[config.mk]
export PLATFORM = sky130hd
export DESIGN_NAME = emul_seq_multiplier
export DESIGN_NICKNAME = d
export VERILOG_FILES = /design/src/rtl/emul_seq_multiplier.sv
export SDC_FILE = /design/constraint.sdc
export NUM_CORES = 1
export LEC_CHECK = 0
export CAP_MARGIN = 30
export CORE_MARGIN = 2
export CORE_UTILIZATION = 52
export DETAILED_ROUTE_END_ITERATION = 6
export HOLD_SLACK_MARGIN = 0.06
export MAX_ROUTING_LAYER = met4
export PLACE_DENSITY = 0.88
export RECOVER_POWER = 50
export SLEW_MARGIN = 30
export SYNTH_ARGS = -nofsm -noshare
export SYNTH_HDL_FRONTEND = slang
export SYNTH_SLANG_ARGS = --single-unit
[constraint.sdc]
create_clock -name clock -period 2.45 [get_ports clock]
set_input_delay 0.6125 -clock clock [delete_from_list [all_inputs] [get_ports clock]]
set_output_delay 0.6125 -clock clock [all_outputs]
set_load 0.005 [all_outputs]
[src/rtl/emul_seq_multiplier.sv]
// emul_seq_multiplier: shift-add unsigned multiplier, responder side of the
// emul operand/product interface. One partial-product iteration per enabled
// clock, WIDTH iterations per request, four-phase start/done handshake.
module emul_seq_multiplier #(
  parameter int unsigned WIDTH = 8
) (
  input  logic                 clock,
  input  logic                 reset,
  input  logic                 enable,
  input  logic                 start,
  input  logic [WIDTH-1:0]     emul_a,
  input  logic [WIDTH-1:0]     emul_b,
  output logic [2*WIDTH-1:0]   emul_x,
  output logic                 busy,
  output logic                 done
);

  localparam int unsigned    CW   = $clog2(WIDTH + 1);
  localparam logic [CW-1:0]  LAST = CW'(WIDTH - 1);

  typedef enum logic [1:0] {
    IDLE = 2'd0,
    RUN  = 2'd1,
    DONE = 2'd2
  } state_t;

  state_t             state;
  state_t             state_next;
  logic [WIDTH-1:0]   mcand;
  logic [2*WIDTH:0]   prod;
  logic [2*WIDTH:0]   prod_step;
  logic [WIDTH:0]     upper_sum;
  logic [CW-1:0]      count;
  logic               last_iter;

  // One iteration: conditional add into the upper field, then shift right.
  // prod[2W] is always zero at the start of an iteration, so adding to the
  // full upper field equals adding to prod[2W-1:W] with the carry captured.
  always_comb begin
    upper_sum = prod[2*WIDTH:WIDTH] + (prod[0] ? {1'b0, mcand} : '0);
    prod_step = {upper_sum, prod[WIDTH-1:0]} >> 1;
    last_iter = (count == LAST);
  end

  // Next-state logic for the IDLE -> RUN -> DONE handshake.
  always_comb begin
    state_next = state;
    case (state)
      IDLE:    if (start)     state_next = RUN;
      RUN:     if (last_iter) state_next = DONE;
      DONE:    if (!start)    state_next = IDLE;
      default:                state_next = IDLE;
    endcase
  end

  // State register; reset wins over enable.
  always_ff @(posedge clock) begin
    if (reset)       state <= IDLE;
    else if (enable) state <= state_next;
  end

  // Operand capture, iteration datapath and product register.
  always_ff @(posedge clock) begin
    if (reset) begin
      mcand  <= '0;
      prod   <= '0;
      count  <= '0;
      emul_x <= '0;
    end else if (enable) begin
      case (state)
        IDLE: begin
          if (start) begin
            mcand <= emul_a;
            prod  <= {{(WIDTH+1){1'b0}}, emul_b};
            count <= '0;
          end
        end
        RUN: begin
          prod  <= prod_step;
          count <= count + CW'(1);
          if (last_iter) emul_x <= prod_step[2*WIDTH-1:0];
        end
        default: ;
      endcase
    end
  end

  // Status flags decoded straight from the state register.
  always_comb begin
    busy = (state == RUN);
    done = (state == DONE);
  end

endmodule
# --- Word level (Yosys, flattened, before mapping) ---
# Cells that the tools add are included.
# W data, S select, Z words.
word_totals:
  ff_bits: 47
  input_bits: 20
  output_inout_bits: 18
  wordCells: 28
op_classes:
  n_addsub: 2
  eq_ne: 6
  muxes: 9
  n_reduce_logical: 6
op_table:
  columns: ["operator", "count"]
  rows:
  - ["$pmux W17 S2", 1]
  - ["$mux W17", 1]
  - ["$add A9 B8 Y9", 1]
  - ["$reduce_and A3 Y1", 3]
  - ["$mux W8", 1]
  - ["$pmux W4 S2", 1]
  - ["$mux W2", 3]
  - ["$pmux W2 S3", 1]
  - ["$add A4 B1 Y4 const B", 1]
  - ["$eq A4 B3 Y1 const B", 1]
  - ["$mux W4", 1]
  - ["$ne A2 B2 Y1 const B", 2]
  - ["$reduce_and A4 Y1", 1]
  - ["$eq A2 B1 Y1 const B", 1]
  - ["$eq A2 B2 Y1 const B", 1]
  - ["$logic_not A2 Y1", 1]
  - ["$ne A2 B1 Y1 const B", 1]
  - ["$reduce_bool A2 Y1", 1]

# --- Logic depth before layout (Yosys ltp) ---
logic_depth:
  word_depth: 3
  ltp_mapped: 7
  mapped_depth_nobuf: 7

# --- Worst setup path before layout ---
# OpenSTA, ideal clock, no wires.
synth_path:
  path_kind: "reg-to-reg"
  from: "register prod[0]"
  to: "register prod[13]"
  setup_ns: 0.131
  t_arrival_ns: 1.869
  required_ns: 2.319
  slack_ns: 0.450
  path_stages_with_launch: 8
  path_buffers: 0
  period_less_slack_ns: 2.000
  path_cell_list: "dfxtp_1 > and2_1 > ha_1 > fa_1 > a21o_1 > a221oi_1 > xor2_1 > o31ai_1"
synth_between:
  elab_chain_len: 3
synth_rtl:
  columns: ["element", "line", "text"]
  rows:
  - ["start: declaration", "30", "logic [2*WIDTH:0] prod;"]
  - ["start signal: assignment", "74", "prod <= {{(WIDTH+1){1'b0}}, emul_b};"]
  - ["start signal: assignment", "79", "prod <= prod_step;"]
  - ["$mux W8", "40", "upper_sum = prod[2*WIDTH:WIDTH] + (prod[0] ? {1'b0, mcand} : '0);"]
  - ["$add A9 B8 Y9", "40", null]
  - ["$pmux W17 S2", "70", "case (state)"]
# No other way between the ends.
# A chain may end at the register's enable or synchronous reset.

# --- Final worst setup path ---
layout_path:
  from: "input port enable"
  to: "register mcand[1]"
layout_between:
  elab_chain_len: 1
layout_rtl:
  columns: ["element", "line", "text"]
  rows:
  - ["start: declaration", "9", "input logic enable,"]
  - ["$reduce_and A3 Y1 (no line)", null, null]
  - ["end signal: assignment", "73", "mcand <= emul_a;"]
  - ["end: declaration", "29", "logic [WIDTH-1:0] mcand;"]
# No other way between the ends.

==> metrics.md <==
| Metric | Value |
|---|---|
| Clk Latency, worst-skew pair | `slightly below 0.3 ns` |
| Sink Count | `between 40 and 50` |
| Vias per cell | `5.501` |
| Worst Setup SP | `enable` |
| Worst setup endpoint | `mcand[1]` |
| CP cell instances | `dlygate4sd3_1 -> nand2b_1 -> nor2_2 -> clkbuf_1 -> mux2i_1 -> nor2_1` |
| Total vias in the final route | `roughly 1800` |
| P_leak | `~1.1 nW` |
| Clock Tree Buf Depth | `2` |
| R2R Path End | `emul_x[13]` |
| DIE AREA | `between 0.004 and 0.005 mm^2` |
| Mean post-synth cell area | `between 8 and 9 um^2` |
| # IOs | `38` |
| Max Fclk | `about 0.45 GHz` |
| Path type of the worst min-delay path | `flip-flop to flip-flop` |
| Post-CTS Hold Buffers | `0` |
| Placement Setup Slack | `0.09461 ns` |
| Most frequent cells in the layout | `dfxtp_1, nor2_1, nand2_1, clkdlybuf4s50_1, a21oi_1` |
| Initial antenna violation count | `0` |
| Sequential area share after synthesis | `42.64%` |
| Share of layout cells above drive strength 1 | `6.316%` |
| Gate power share | `under 10%` |
| Die Width | `slightly below 70 um` |
| Dpl cells | `approximately 330` |
| Final ANT Viol Nets | `0` |
| Worst setup path class | `primary input to flip-flop` |
| Hold path start | `emul_x[5]` |
| Synth area leaders | `dfxtp_1, mux2i_1, ha_1` |
| Pre-Repair DR Iteration Count | `4` |
| Core Region | `0.004000 mm^2` |
| Power Internal | `~1.1 mW` |
| Slowest cell delay on critical path | `between 0.6 and 0.7 ns` |
| Drt total wl | `about 4.4 mm` |
| Top-area cell type share of the netlist area | `42.64%` |
| Area grow syn2layout | `24.16%` |
| Tightest Pin Transition | `0.6479 ns` |
| Power Dens Cells | `approximately 510 mW/mm^2` |
| CTS clk-pin slew, worst paths | `around 0.08 ns` |
| Yosys warning count | `0` |
| Slew HR | `56.80%` |
| Crit path required time | `~2.6 ns` |
| First-pass GRT wire length | `roughly 7.9 mm` |
| Diodes inserted | `0` |
| Critical Path AT | `2.41 ns` |
| Sw frac | `around 23%` |
| CP max-delay cell | `dlygate4sd3_1` |
| GRT overflow | `0` |
| Final setup fails | `0` |
| Initial Util | `53.99%` |
| #FFs+latches synth | `46` |
| Vias in the first global route | `around 1800` |
| Flop-to-flop setup slack | `about 0.27 ns` |
| Async set-reset flop share out of synthesis | `0%` |
| Seq pwr share | `57.1%` |
| Final worst-path cycle share | `91.39%` |
| CTS tree | `done` |
| Finished Layout Cells | `~340` |
| Setup bufs post-CTS | `0` |
| Syn Nets | `275` |
| Layout Nets | `around 310` |
| Routed wire length per instance | `13.25 um` |
| IO buf count | `37` |
| EDFF count, synth | `0` |
| Max rail drop VDD | `slightly above 0.0004 V` |
| Setup WS post-layout | `0.2110 ns` |
| Switching Power | `roughly 0.31 mW` |
| Synth Flop Type | `dfxtp_1` |
| RSZ-0062 raised after global routing | `no` |
| DR DRC count | `0` |
| Setup tns final | `0 ns` |
| Synthesized area | `approximately 0.0022 mm^2` |
| GPL Wtd Cong | `~0.84` |
| Syn Inst Count | `around 250` |
| Final Slew Violations | `0` |
| Worst Path Buf+Inv | `2` |
| Fin Clk Skew | `~0.0036 ns` |
| Post_cts resized | `0` |
| WP depth | `6` |
| Largest net degree at the start of global routing | `49` |
| Largest fanout on the critical path | `10` |
| CTS H-tree lvls | `2` |
| Max-cap viol count | `0` |
| Worst path top cell family by delay | `buffers and inverters` |
| Number of cell rows | `23` |
| Reg2Reg Depth | `7` |
| CTS Buf Count | `5` |
| Most common cell after layout, fill and taps aside | `dfxtp_1` |
| Post-synth cell types | `41` |
| Gr usage total | `a little under a quarter` |
| Post-synth top area cell | `dfxtp_1` |
| Run status | `complete, no violations` |
| Final hold violations | `0` |
| Worst setup EP type | `flip-flop` |
| Crit path launch type | `primary input` |
| Clock power share | `between 30% and 40%` |
| RR Startpoint | `prod[0]` |
| Period minus WS final | `~2.2 ns` |
| Clk root buf | `clkbuf_8` |
| Die Y | `between 60 and 70 um` |
| Hpwl dp | `between 3 and 4 mm` |
| Drt first-iter violations | `around 120` |
| Util after Layout | `67.03%` |
## tightest hold or removal path: cells and delay by family (launching register included)
| family | cells | cell delay (ns) |
|---|---|---|
| DFF | 1 | 0.31 |
| and+or+nand+nor | 1 | 0.05 |
| AOI/OAI and AO/OA | 1 | 0.05 |
## through the flow
stage | power (mW) | hold slack [ns] | instance area (um^2)
floorplan | 0.8730 | 0.4362 | 2160
global placement | 0.9266 | 0.4418 | 2596
detailed placement | 0.9314 | 0.4470 | 2596
CTS | 1.390 | 0.4580 | 2688
global route | 1.443 | 0.4763 | 2681
finish | 1.369 | 0.4509 | 2681
## power by group through the flow
stage / logic (mW) / clock network, mW / registers, mW
3_3_place_gp: 0.128 / 0 / 0.798
6_report: 0.130 / 0.457 / 0.782
5_1_grt: 0.144 / 0.513 / 0.785
3_5_place_dp: 0.132 / 0 / 0.800
2_1_floorplan: 0.0785 / 0 / 0.795
4_1_cts: 0.132 / 0.475 / 0.782
## cell families (layout without fill, tap and decap cells)
family | count (synthesis) | in the layout | synth area share (%)
mux | 16 | 16 | 7.416
flops | 46 | 46 | 42.64
compound gates | 49 | 49 | 14.89
simple gates | 103 | 103 | 23.93
buf+inv | 16 | 56 | 2.954
fa+ha+maj | 10 | 10 | 6.141
xor+xnor | 5 | 5 | 2.028
## registers in the layout, indices dropped and copies added (netlist names)
register  flops
count         4
mcand         8
prod         16
state         2
emul_x       16
## final cells by class
| class | instances | area, um^2 |
|---|---|---|
| clock inverters | 1 | 5.005 |
| fillers | 342 | 1319 |
| well taps | 50 | 62.56 |
| inverters | 4 | 15.01 |
| flip-flops and latches | 46 | 920.9 |
| multi-input cells | 183 | 1175 |
| clock buffers | 7 | 86.33 |
| repair buffers | 44 | 416.7 |
## worst min path at each step
stage,cells past startpoint,to
final,2,emul_x[5]
after global routing,2,emul_x[8]
after CTS,2,emul_x[8]
after detailed placement,2,emul_x[8]
after global placement,2,emul_x[6]
after floorplan,2,prod[10]
## synthesized netlist by cell type, types with 2 or more instances
library cell / number
clkbuf_1: 9
or3_1: 3
nand2b_1: 2
nand2_1: 27
nor3_1: 3
nor2_2: 2
nor2_1: 30
xnor2_1: 4
mux2i_1: 16
nand3b_1: 5
nand3_1: 10
dfxtp_1: 46
and2_1: 8
a22oi_1: 2
o211ai_1: 4
a211oi_1: 11
ha_1: 9
a21o_1: 3
o31ai_1: 3
or4_1: 4
a21oi_1: 19
inv_1: 4
buf_2: 3
## routing by layer
layer / global-route usage, % / vias to the layer above / routed length (um) / part of all wire (%)
li1: - / 952 / - / -
met1: 29.28 / 826 / 2025 / 46
met2: 35.82 / 61 / 2124 / 48
met3: 5.428 / 4 / 246 / 5.5
met4: 6.250 / 0 / 43 / 0.97
met5: - / - / 0 / 0
(Power assumes the default switching activity.)
